File: src/rtl/adc_replay_pkg.sv
// Shared types and constants for the ADC capture-and-replay engine.
//   state_e        : replay FSM states
//   DEF_*_WIDTH    : default sample/UART width and RAM address width
//   CMD_COUNT_ALL  : count byte that requests the whole RAM depth
package adc_replay_pkg;

  localparam int unsigned DEF_DATA_WIDTH = 8;
  localparam int unsigned DEF_ADDR_WIDTH = 8;

  // A requested byte count of zero decodes to the full RAM depth.
  localparam logic [DEF_DATA_WIDTH-1:0] CMD_COUNT_ALL = 8'h00;

  typedef enum logic [2:0] {
    ST_IDLE,
    ST_CAPTURE,
    ST_WAIT_CMD,
    ST_SEND,
    ST_WAIT_TX,
    ST_DONE
  } state_e;

endpackage

File: src/rtl/adc_sample_replayer_sample_ram.sv
// Sample store: synchronous write, asynchronous read, no reset.
//   clk      : clock
//   we       : write enable
//   addr_in  : write address
//   data_in  : write data
//   addr_out : read address
//   data_out : read data (combinational)
module sample_ram #(
  parameter int unsigned DATA_WIDTH = 8,
  parameter int unsigned ADDR_WIDTH = 8
) (
  input  logic                  clk,
  input  logic                  we,
  input  logic [ADDR_WIDTH-1:0] addr_in,
  input  logic [DATA_WIDTH-1:0] data_in,
  input  logic [ADDR_WIDTH-1:0] addr_out,
  output logic [DATA_WIDTH-1:0] data_out
);

  localparam int unsigned DEPTH = 2 ** ADDR_WIDTH;

  logic [DATA_WIDTH-1:0] mem [DEPTH];

  always_ff @(posedge clk) begin
    if (we) begin
      mem[addr_in] <= data_in;
    end
  end

  assign data_out = mem[addr_out];

endmodule

File: src/rtl/adc_sample_replayer.sv
// Capture a synthetic ramp ADC into a sample RAM, then replay N bytes over
// the UART transmitter on host request.
//   clk, reset : clock, synchronous active-high reset
//   activate   : session enable level; low aborts to IDLE
//   done       : session finished, held until activate falls
//   rx_ready   : received-byte strobe; rx_data carries the count (0 = all)
//   tx_data    : byte to transmit, held from tx_start until the next request
//   tx_start   : one-cycle transmit request
//   tx_active  : transmitter busy
//   tx_done    : one-cycle transmit-complete strobe
module adc_sample_replayer
  import adc_replay_pkg::*;
#(
  parameter int unsigned DATA_WIDTH = DEF_DATA_WIDTH,
  parameter int unsigned ADDR_WIDTH = DEF_ADDR_WIDTH,
  parameter int unsigned SAMPLE_DIV = 4
) (
  input  logic                  clk,
  input  logic                  reset,
  input  logic                  activate,
  output logic                  done,
  input  logic                  rx_ready,
  input  logic [DATA_WIDTH-1:0] rx_data,
  output logic [DATA_WIDTH-1:0] tx_data,
  output logic                  tx_start,
  input  logic                  tx_active,
  input  logic                  tx_done
);

  localparam int unsigned DEPTH = 2 ** ADDR_WIDTH;
  localparam int unsigned CNT_W = ADDR_WIDTH + 1;
  localparam int unsigned DIV_W = (SAMPLE_DIV > 1) ? $clog2(SAMPLE_DIV) : 1;
  localparam logic [ADDR_WIDTH-1:0] LAST_ADDR = ADDR_WIDTH'(DEPTH - 1);

  state_e                state_q, state_d;
  logic [DIV_W-1:0]      div_q, div_d;
  logic [DATA_WIDTH-1:0] adc_q, adc_d;
  logic [ADDR_WIDTH-1:0] addr_q, addr_d;
  logic [CNT_W-1:0]      count_q, count_d;
  logic                  done_q, done_d;
  logic                  tx_start_q, tx_start_d;
  logic [DATA_WIDTH-1:0] tx_data_q, tx_data_d;

  logic                  strobe_c;
  logic                  ram_we_c;
  logic [DATA_WIDTH-1:0] ram_rdata_c;

  // Free-running sample divider and ramp; untouched by session start.
  always_comb begin
    strobe_c = (div_q == DIV_W'(SAMPLE_DIV - 1));
    div_d    = strobe_c ? '0 : div_q + DIV_W'(1);
    adc_d    = strobe_c ? adc_q + DATA_WIDTH'(1) : adc_q;
  end

  // Next-state and registered-output logic; activate low overrides everything.
  always_comb begin
    state_d    = state_q;
    addr_d     = addr_q;
    count_d    = count_q;
    done_d     = done_q;
    tx_start_d = 1'b0;
    tx_data_d  = tx_data_q;
    ram_we_c   = 1'b0;

    if (!activate) begin
      state_d = ST_IDLE;
      done_d  = 1'b0;
    end else begin
      unique case (state_q)
        ST_IDLE: begin
          if (!done_q) begin
            state_d = ST_CAPTURE;
            addr_d  = '0;
          end
        end
        ST_CAPTURE: begin
          if (strobe_c) begin
            ram_we_c = 1'b1;
            addr_d   = addr_q + ADDR_WIDTH'(1);
            if (addr_q == LAST_ADDR) begin
              state_d = ST_WAIT_CMD;
            end
          end
        end
        ST_WAIT_CMD: begin
          if (rx_ready) begin
            count_d = (rx_data == DATA_WIDTH'(CMD_COUNT_ALL)) ? CNT_W'(DEPTH)
                                                              : CNT_W'(rx_data);
            addr_d  = '0;
            state_d = ST_SEND;
          end
        end
        ST_SEND: begin
          if (!tx_active) begin
            tx_data_d  = ram_rdata_c;
            tx_start_d = 1'b1;
            state_d    = ST_WAIT_TX;
          end
        end
        ST_WAIT_TX: begin
          if (tx_done) begin
            addr_d = addr_q + ADDR_WIDTH'(1);
            // addr_q counts bytes already sent; this completion is byte addr_q+1.
            if (CNT_W'(addr_q) + CNT_W'(1) == count_q) begin
              state_d = ST_DONE;
              done_d  = 1'b1;
            end else begin
              state_d = ST_SEND;
            end
          end
        end
        ST_DONE: begin
          done_d = 1'b1;
        end
        default: begin
          state_d = ST_IDLE;
        end
      endcase
    end
  end

  always_ff @(posedge clk) begin
    if (reset) begin
      state_q    <= ST_IDLE;
      div_q      <= '0;
      adc_q      <= '0;
      addr_q     <= '0;
      count_q    <= '0;
      done_q     <= 1'b0;
      tx_start_q <= 1'b0;
      tx_data_q  <= '0;
    end else begin
      state_q    <= state_d;
      div_q      <= div_d;
      adc_q      <= adc_d;
      addr_q     <= addr_d;
      count_q    <= count_d;
      done_q     <= done_d;
      tx_start_q <= tx_start_d;
      tx_data_q  <= tx_data_d;
    end
  end

  sample_ram #(
    .DATA_WIDTH(DATA_WIDTH),
    .ADDR_WIDTH(ADDR_WIDTH)
  ) u_sample_ram (
    .clk     (clk),
    .we      (ram_we_c),
    .addr_in (addr_q),
    .data_in (adc_q),
    .addr_out(addr_q),
    .data_out(ram_rdata_c)
  );

  assign done     = done_q;
  assign tx_start = tx_start_q;
  assign tx_data  = tx_data_q;

endmodule

File: config.mk
export PLATFORM = sky130hd
export DESIGN_NAME = adc_sample_replayer
export DESIGN_NICKNAME = d
export VERILOG_FILES = /design/src/rtl/adc_replay_pkg.sv /design/src/rtl/adc_sample_replayer_sample_ram.sv /design/src/rtl/adc_sample_replayer.sv
export SDC_FILE = /design/constraint.sdc
export NUM_CORES = 2
export LEC_CHECK = 0
export CORE_MARGIN = 5
export CORE_UTILIZATION = 40
export CTS_CLUSTER_SIZE = 20
export DETAILED_ROUTE_END_ITERATION = 8
export GPL_TIMING_DRIVEN = 0
export PLACE_DENSITY = 0.64
export SLEW_MARGIN = 40
export SYNTH_ARGS = -nofsm -noshare
export SYNTH_HDL_FRONTEND = slang
export SYNTH_SLANG_ARGS = --single-unit
export TNS_END_PERCENT = 1
File: constraint.sdc
create_clock -name clk -period 12.2 [get_ports clk]
set_input_delay 2.44 -clock clk [delete_from_list [all_inputs] [get_ports clk]]
set_output_delay 2.44 -clock clk [all_outputs]
set_load 0.02 [all_outputs]
Word-level counts from Yosys, hierarchy flattened
Memories as Yosys holds them, arrays and structs flattened. A register that Yosys moved wholly into a read port is not among the register bits.
Index checks and enable logic that the tools add are counted.
- bitwise operators: 4
- equal/unequal tests: 15
- $add $sub $neg: 4
- reduce and logical (&&, ||, !) cells: 12
- mux-type cells: 23
- operator list (operator ; number):
    8-bit 2-to-1 mux ; 4
    8-bit one-hot mux with 4 select lines ; 1
    3-bit 2-to-1 mux ; 7
    3-bit one-hot mux with 6 select lines ; 1
    8-bit by 1-bit adder with 8-bit output (second input constant) ; 2
    2-bit != test (second input constant) ; 7
    8-bit by 1-bit adder with 9-bit output (second input constant) ; 1
    9-bit == test ; 1
    9-bit 2-to-1 mux ; 1
    3-bit AND reduction ; 3
    8-bit == test (second input constant) ; 1
    8-bit zero test ; 1
    1-bit 2-to-1 mux ; 8
    7-bit AND reduction ; 1
    3-bit by 2-bit == test with 1-bit output (second input constant) ; 2
    3-bit == test (second input constant) ; 2
    6-bit AND reduction ; 1
    1-bit inverter ; 4
    4-bit nonzero test ; 1
    2-bit OR reduction ; 2
    3-bit by 1-bit == test with 1-bit output (second input constant) ; 1
    3-bit zero test ; 1
    3-bit OR reduction ; 1
    2-bit by 1-bit adder with 2-bit output (second input constant) ; 1
    other kinds (3) ; 3
- flip-flop bits (word level): 32
- RAM bits: 2048
- input port bits: 14
- output and inout bits: 10
- word-level logic and storage cells: 66
- memories: 1
- memories (name ; words ; width ; rd ports ; clocked after memory_dff ; wr ports ; RTL line ; source):
    u_sample_ram.mem ; 256 ; 8 ; 1 ; 1 ; 1 ; adc_sample_replayer_sample_ram.sv:22 ; logic [DATA_WIDTH-1:0] mem [DEPTH];

Depth between registers and ports, before layout
- depth in word-level cells: 6
- depth in mapped cells: 14
- depth with buffers taken out: 9

Hierarchy
Synthesis repeated with hierarchy kept, for this count alone.
- cells, all modules: 3964
- area total of the unflattened synthesis: 81451.9 um^2
- modules (own cells, without submodules) (module ; cells each ; seq. area each (um^2) ; area an instance (um^2) ; instances):
    sample_ram ; 3725 ; 61499.0 ; 79396.1 ; 1
    adc_sample_replayer ; 239 ; 800.8 ; 2055.7 ; 1

Least setup slack after synthesis
No wires, ideal clock.
- path kind: register to register
- start: register adc_q[0]
- end: register adc_q[7]
- buffers on the path: 0
- cell stages (with the launch flop): 4
- data arrival time: 4.764 ns
- library setup time: 0.078 ns
- clock period less this slack: 4.842 ns
- data required time: 12.122 ns
- slack: 7.358 ns
- cell sequence: dfxtp_1 -> nand4_1 -> or3_1 -> a21oi_1
- word-level cells in the longest chain between the ends: 1
- ends and longest elaborated chain (item ; RTL line ; source):
    start, declared ; adc_sample_replayer.sv:37 ; logic [DATA_WIDTH-1:0] adc_q, adc_d;
    start signal, assigned ; adc_sample_replayer.sv:126 ; adc_q <= '0;
    start signal, assigned ; adc_sample_replayer.sv:135 ; adc_q <= adc_d;
    8-bit by 1-bit adder with 8-bit output ; adc_sample_replayer.sv:52 ; adc_d = strobe_c ? adc_q + DATA_WIDTH'(1) : adc_q;
No other way between the ends.
A chain may end at the register's enable or synchronous reset.

Worst setup path after layout
- start: register addr_q[1]
- end: memory u_sample_ram.mem[89][7] (enable)
- RTL lines (item ; RTL line ; source):
    start, declared ; adc_sample_replayer.sv:38 ; logic [ADDR_WIDTH-1:0] addr_q, addr_d;
    start signal, assigned ; adc_sample_replayer.sv:136 ; addr_q <= addr_d;
    end, declared ; adc_sample_replayer_sample_ram.sv:22 ;
No word-level cell before the write port.

==> results by group <==
Status
  • Status: finished with violations
  • Failing checks: design-rule violations

Clocking
  • Clock Latency Late Sink: 0.88 ns
  • Cts bufs inserted: 207
  • Sink Count: 2088
  • # Post-CTS Setup Buffers: 0
  • CTS tree: built
  • CTS Root Cell: clkbuf_16
  • H-tree Lvls: 4
  • Post-CTS Resized: 0
  • Clk buf depth: 3
  • Clk slew on worst S/H paths: 0.07 ns
  • Cts hold-fix bufs: 0

GRT
  • Antenna violations before repair: 18
  • First-pass GRT wire length: 394 mm
  • Largest net degree at the start of global routing: 63
  • Gr usage total: 27.8%
  • Grt total ovfl: 0
  • Vias in the first global route: 44020

Die
  • IO Pins: 24
  • Die extent in x: 462 um
  • Die Y-Extent: 462 um
  • Initial Util: 40.3%
  • DIE AREA: 213000 um2
  • # rows: 165
  • Core Area: 203000 um2

Yosys
  • Top cells by area, synth: edfxtp_1 (75%), mux4_2 (13%), mux2i_1 (2.3%), nor2_1 (1.5%), dfxtp_1 (0.98%)
  • Top FF cell, synth: edfxtp_1
  • Ys Warns: 0
  • FFs w/ async S/R, synth: 0%
  • EDFF count, synth: 2048
  • Mean area per synthesized cell: 20.4 um2
  • Syn Std Cell Area: 81600 um2
  • #FFs+latches synth: 2088
  • Top cell type's share of synthesized area: 75.3%
  • Count of unique library cells instantiated by Yosys: 70
  • Seq/Total Area, Yosys: 76.3%
  • Syn_nets: 4020
  • Post-Synthesis Cells: 4000
  • Cell taking the most area after synthesis: edfxtp_1

STA
  • Min Tclk post-route: 6.34 ns
  • Layout Skew: 0.0576 ns
  • TNS Setup: 0 ns
  • Fin. max-slew vios: 0
  • Fmax: 158 MHz
  • Period utilisation layout: 52.0%
  • Hold_ws: 0.440 ns
  • RSZ-0062 raised after global routing: no
  • Worst-Margin Slew: 1.22 ns
  • Final Hold Fails: 0
  • Max_slew headroom: 17.8%
  • Setup violations, final: 0

Layout
  • Final net count: 4310
  • Area delta synth->final: 14.9%
  • Fill count: 16570
  • Layout cells sized above 1: 28.5%

Critical path
  • Worst-path cell chain: buf_4 > buf_4 > buf_2 > buf_2 > buf_2 > inv_1 > ha_1 > nand2_1 > clkbuf_2 > nor2_1
  • Slowest CP cell: buf_2
  • Worst R2R Path Depth: 10
  • Slowest stage delay, CP: 0.81 ns
  • Arrival time at the worst endpoint: 6.84 ns
  • Worst Setup Path Type: reg -> reg
  • CP startpoint kind: flip-flop
  • Max FO, Critical Path: 11
  • WP depth: 10
  • WP data required: 12.69 ns
  • Crit-path most repeated cell: buf_2
  • Crit. End Element: flip-flop
  • Crit-path leading delay family: buffers and inverters
  • CP bufs+invs: 7

Drt
  • Wire per inst: 42.0 um
  • DRC: 1
  • Via Count: 46835
  • Starting DRT DRC Count: 8869
  • TritonRoute pass-1 iters: 8
  • Final wirelength: 300 mm
  • Vias per inst: 6.55
  • Detail Route Antenna Nets: 0

Placed design
  • Dpl hpwl: 198 mm
  • PortBufs: 23
  • Routability Congestion: 1.06

Min path
  • Hold Crit Depth: 1
  • Hold Path Class: reg -> reg

Power and ir drop
  • Power Total: 0.0145 W
  • Pwr dens: 155 nW/um2
  • P_leak: 28.6 nW
  • Peak VDD IR: 0.156 mV

Job
  • Max-capacitance violation count: 0
==> registers in the layout, summed over array words and instances, names as in the netlist <==
name / count
u_sample_ram.mem: 2048
count_q: 9
adc_q: 8
addr_q: 8
tx_data: 8
state_q: 3
div_q: 2
done: 1
tx_start: 1
==> metrics by stage <==
step	area (um2)	cells	utilization (%)	worst slack (ns)
after floorplan	81600	4000	-	7.36
after global placement	85200	6695	42.1	3.56
after detailed placement	87000	6751	42.9	5.57
after CTS	93600	7135	46.2	6.32
after global routing	93800	7138	46.3	6.17
final	93800	7147	46.3	5.86
==> per-layer routing <==
metal	up-vias	GRT usage, %	routed length, um
li1	17147	-	-
met1	24433	34.6	102000
met2	4304	39.2	127000
met3	943	13.0	48200
met4	8	17.4	22900
met5	-	0	242
==> synth_stat cells, types with 3 or more instances <==
library cell / number
o221ai_1: 12
a21oi_1: 69
xnor2_1: 10
o2111ai_1: 3
nor2_1: 331
mux4_2: 471
a32oi_1: 9
buf_6: 20
nand3_1: 30
nand4b_1: 4
edfxtp_1: 2048
nor4_1: 17
buf_2: 75
o22ai_1: 35
a211oi_1: 19
xor2_1: 6
nand2_1: 139
mux2_2: 11
a311oi_1: 4
a22o_1: 11
dfxtp_1: 40
nor2b_1: 22
ha_1: 6
buf_4: 54
mux2i_1: 188
o211ai_1: 4
nor3_1: 22
or3_1: 7
inv_1: 8
nand2b_1: 10
a2111oi_0: 11
a22oi_1: 55
nand4_1: 13
and3_1: 12
and2_1: 7
o21ai_0: 39
o21ai_1: 5
a221oi_1: 24
a31oi_1: 17
buf_1: 10
clkbuf_1: 79
a21o_1: 4
==> placed cells by master, fill, tap and decap left out, types with 18 or more instances in the layout <==
cell                n
edfxtp_1         2048
clkbuf_16         209
nor2b_1            18
clkinv_1           46
clkbuf_1           93
a211oi_1           19
a221oi_1           24
o21ai_0            39
buf_6              20
buf_12             36
mux4_2            471
nand2_1           135
a22oi_1            55
nand3_1            30
dfxtp_1            32
clkdlybuf4s50_1    23
nor3_1             18
nor2_2            218
buf_4              63
clkbuf_2           38
bufinv_16          22
o22ai_1            35
mux2i_1           184
nor2_1            113
clkinv_2           34
buf_2              77
a21oi_1            69
==> kinds of logic (layout without fill, tap and decap cells) <==
logic type,Yosys count,in the layout,synth area share [%]
AO/OA/AOI/OAI,341,341,2.86
XOR/XNOR,17,17,0.199
adder cells (fa/ha/maj),6,6,0.0920
buffers and inverters,248,713,1.69
flip-flops,2088,2088,76.3
multiplexers,670,670,15.5
other,0,10,0
AND/OR/NAND/NOR,630,630,3.38
==> report_power, final <==
part           total (W)  leakage, nW  internal, W  switching [W]
combinational   0.000300         6.08     0.000103       0.000197
sequential       0.00778         19.3      0.00777     0.00000634
clock            0.00642         3.24      0.00361        0.00281
total             0.0145         28.6       0.0115        0.00301
==> worst register-to-register path, stage by stage (launching register included) <==
cell and delay [ns]:
dfxtp_1 0.38, buf_4 0.41, buf_4 0.41, buf_2 0.71, buf_2 0.83, buf_2 0.67, inv_1 0.37, ha_1 0.33
nand2_1 0.62, clkbuf_2 0.78, nor2_1 0.45
==> worst paths after layout <==
| path | startpoint | to | slack (ns) |
|---|---|---|---|
| worst min register to register | div_q[0] | div_q[0] | 0.44 |
| worst max register to register | addr_q[1] | u_sample_ram.mem[89][7] | 5.86 |
| worst min-delay path | div_q[0] | div_q[0] | 0.44 |
| worst max-delay path | addr_q[1] | u_sample_ram.mem[89][7] | 5.86 |
==> cell type report <==
type	instances	area [um2]	share of cell area, %
clock inverters	123	1250	1.33
well taps	2672	3340	3.56
plain buffers	239	1420	1.51
multi-input cells	1664	18600	19.8
diodes	10	25.0	0.0267
clock buffers	261	5430	5.78
flip-flops and latches	2088	62300	66.4
inverters	9	33.8	0.0360
repair buffers	81	1420	1.52
No activity file was read; power rests on OpenSTA's default activity.
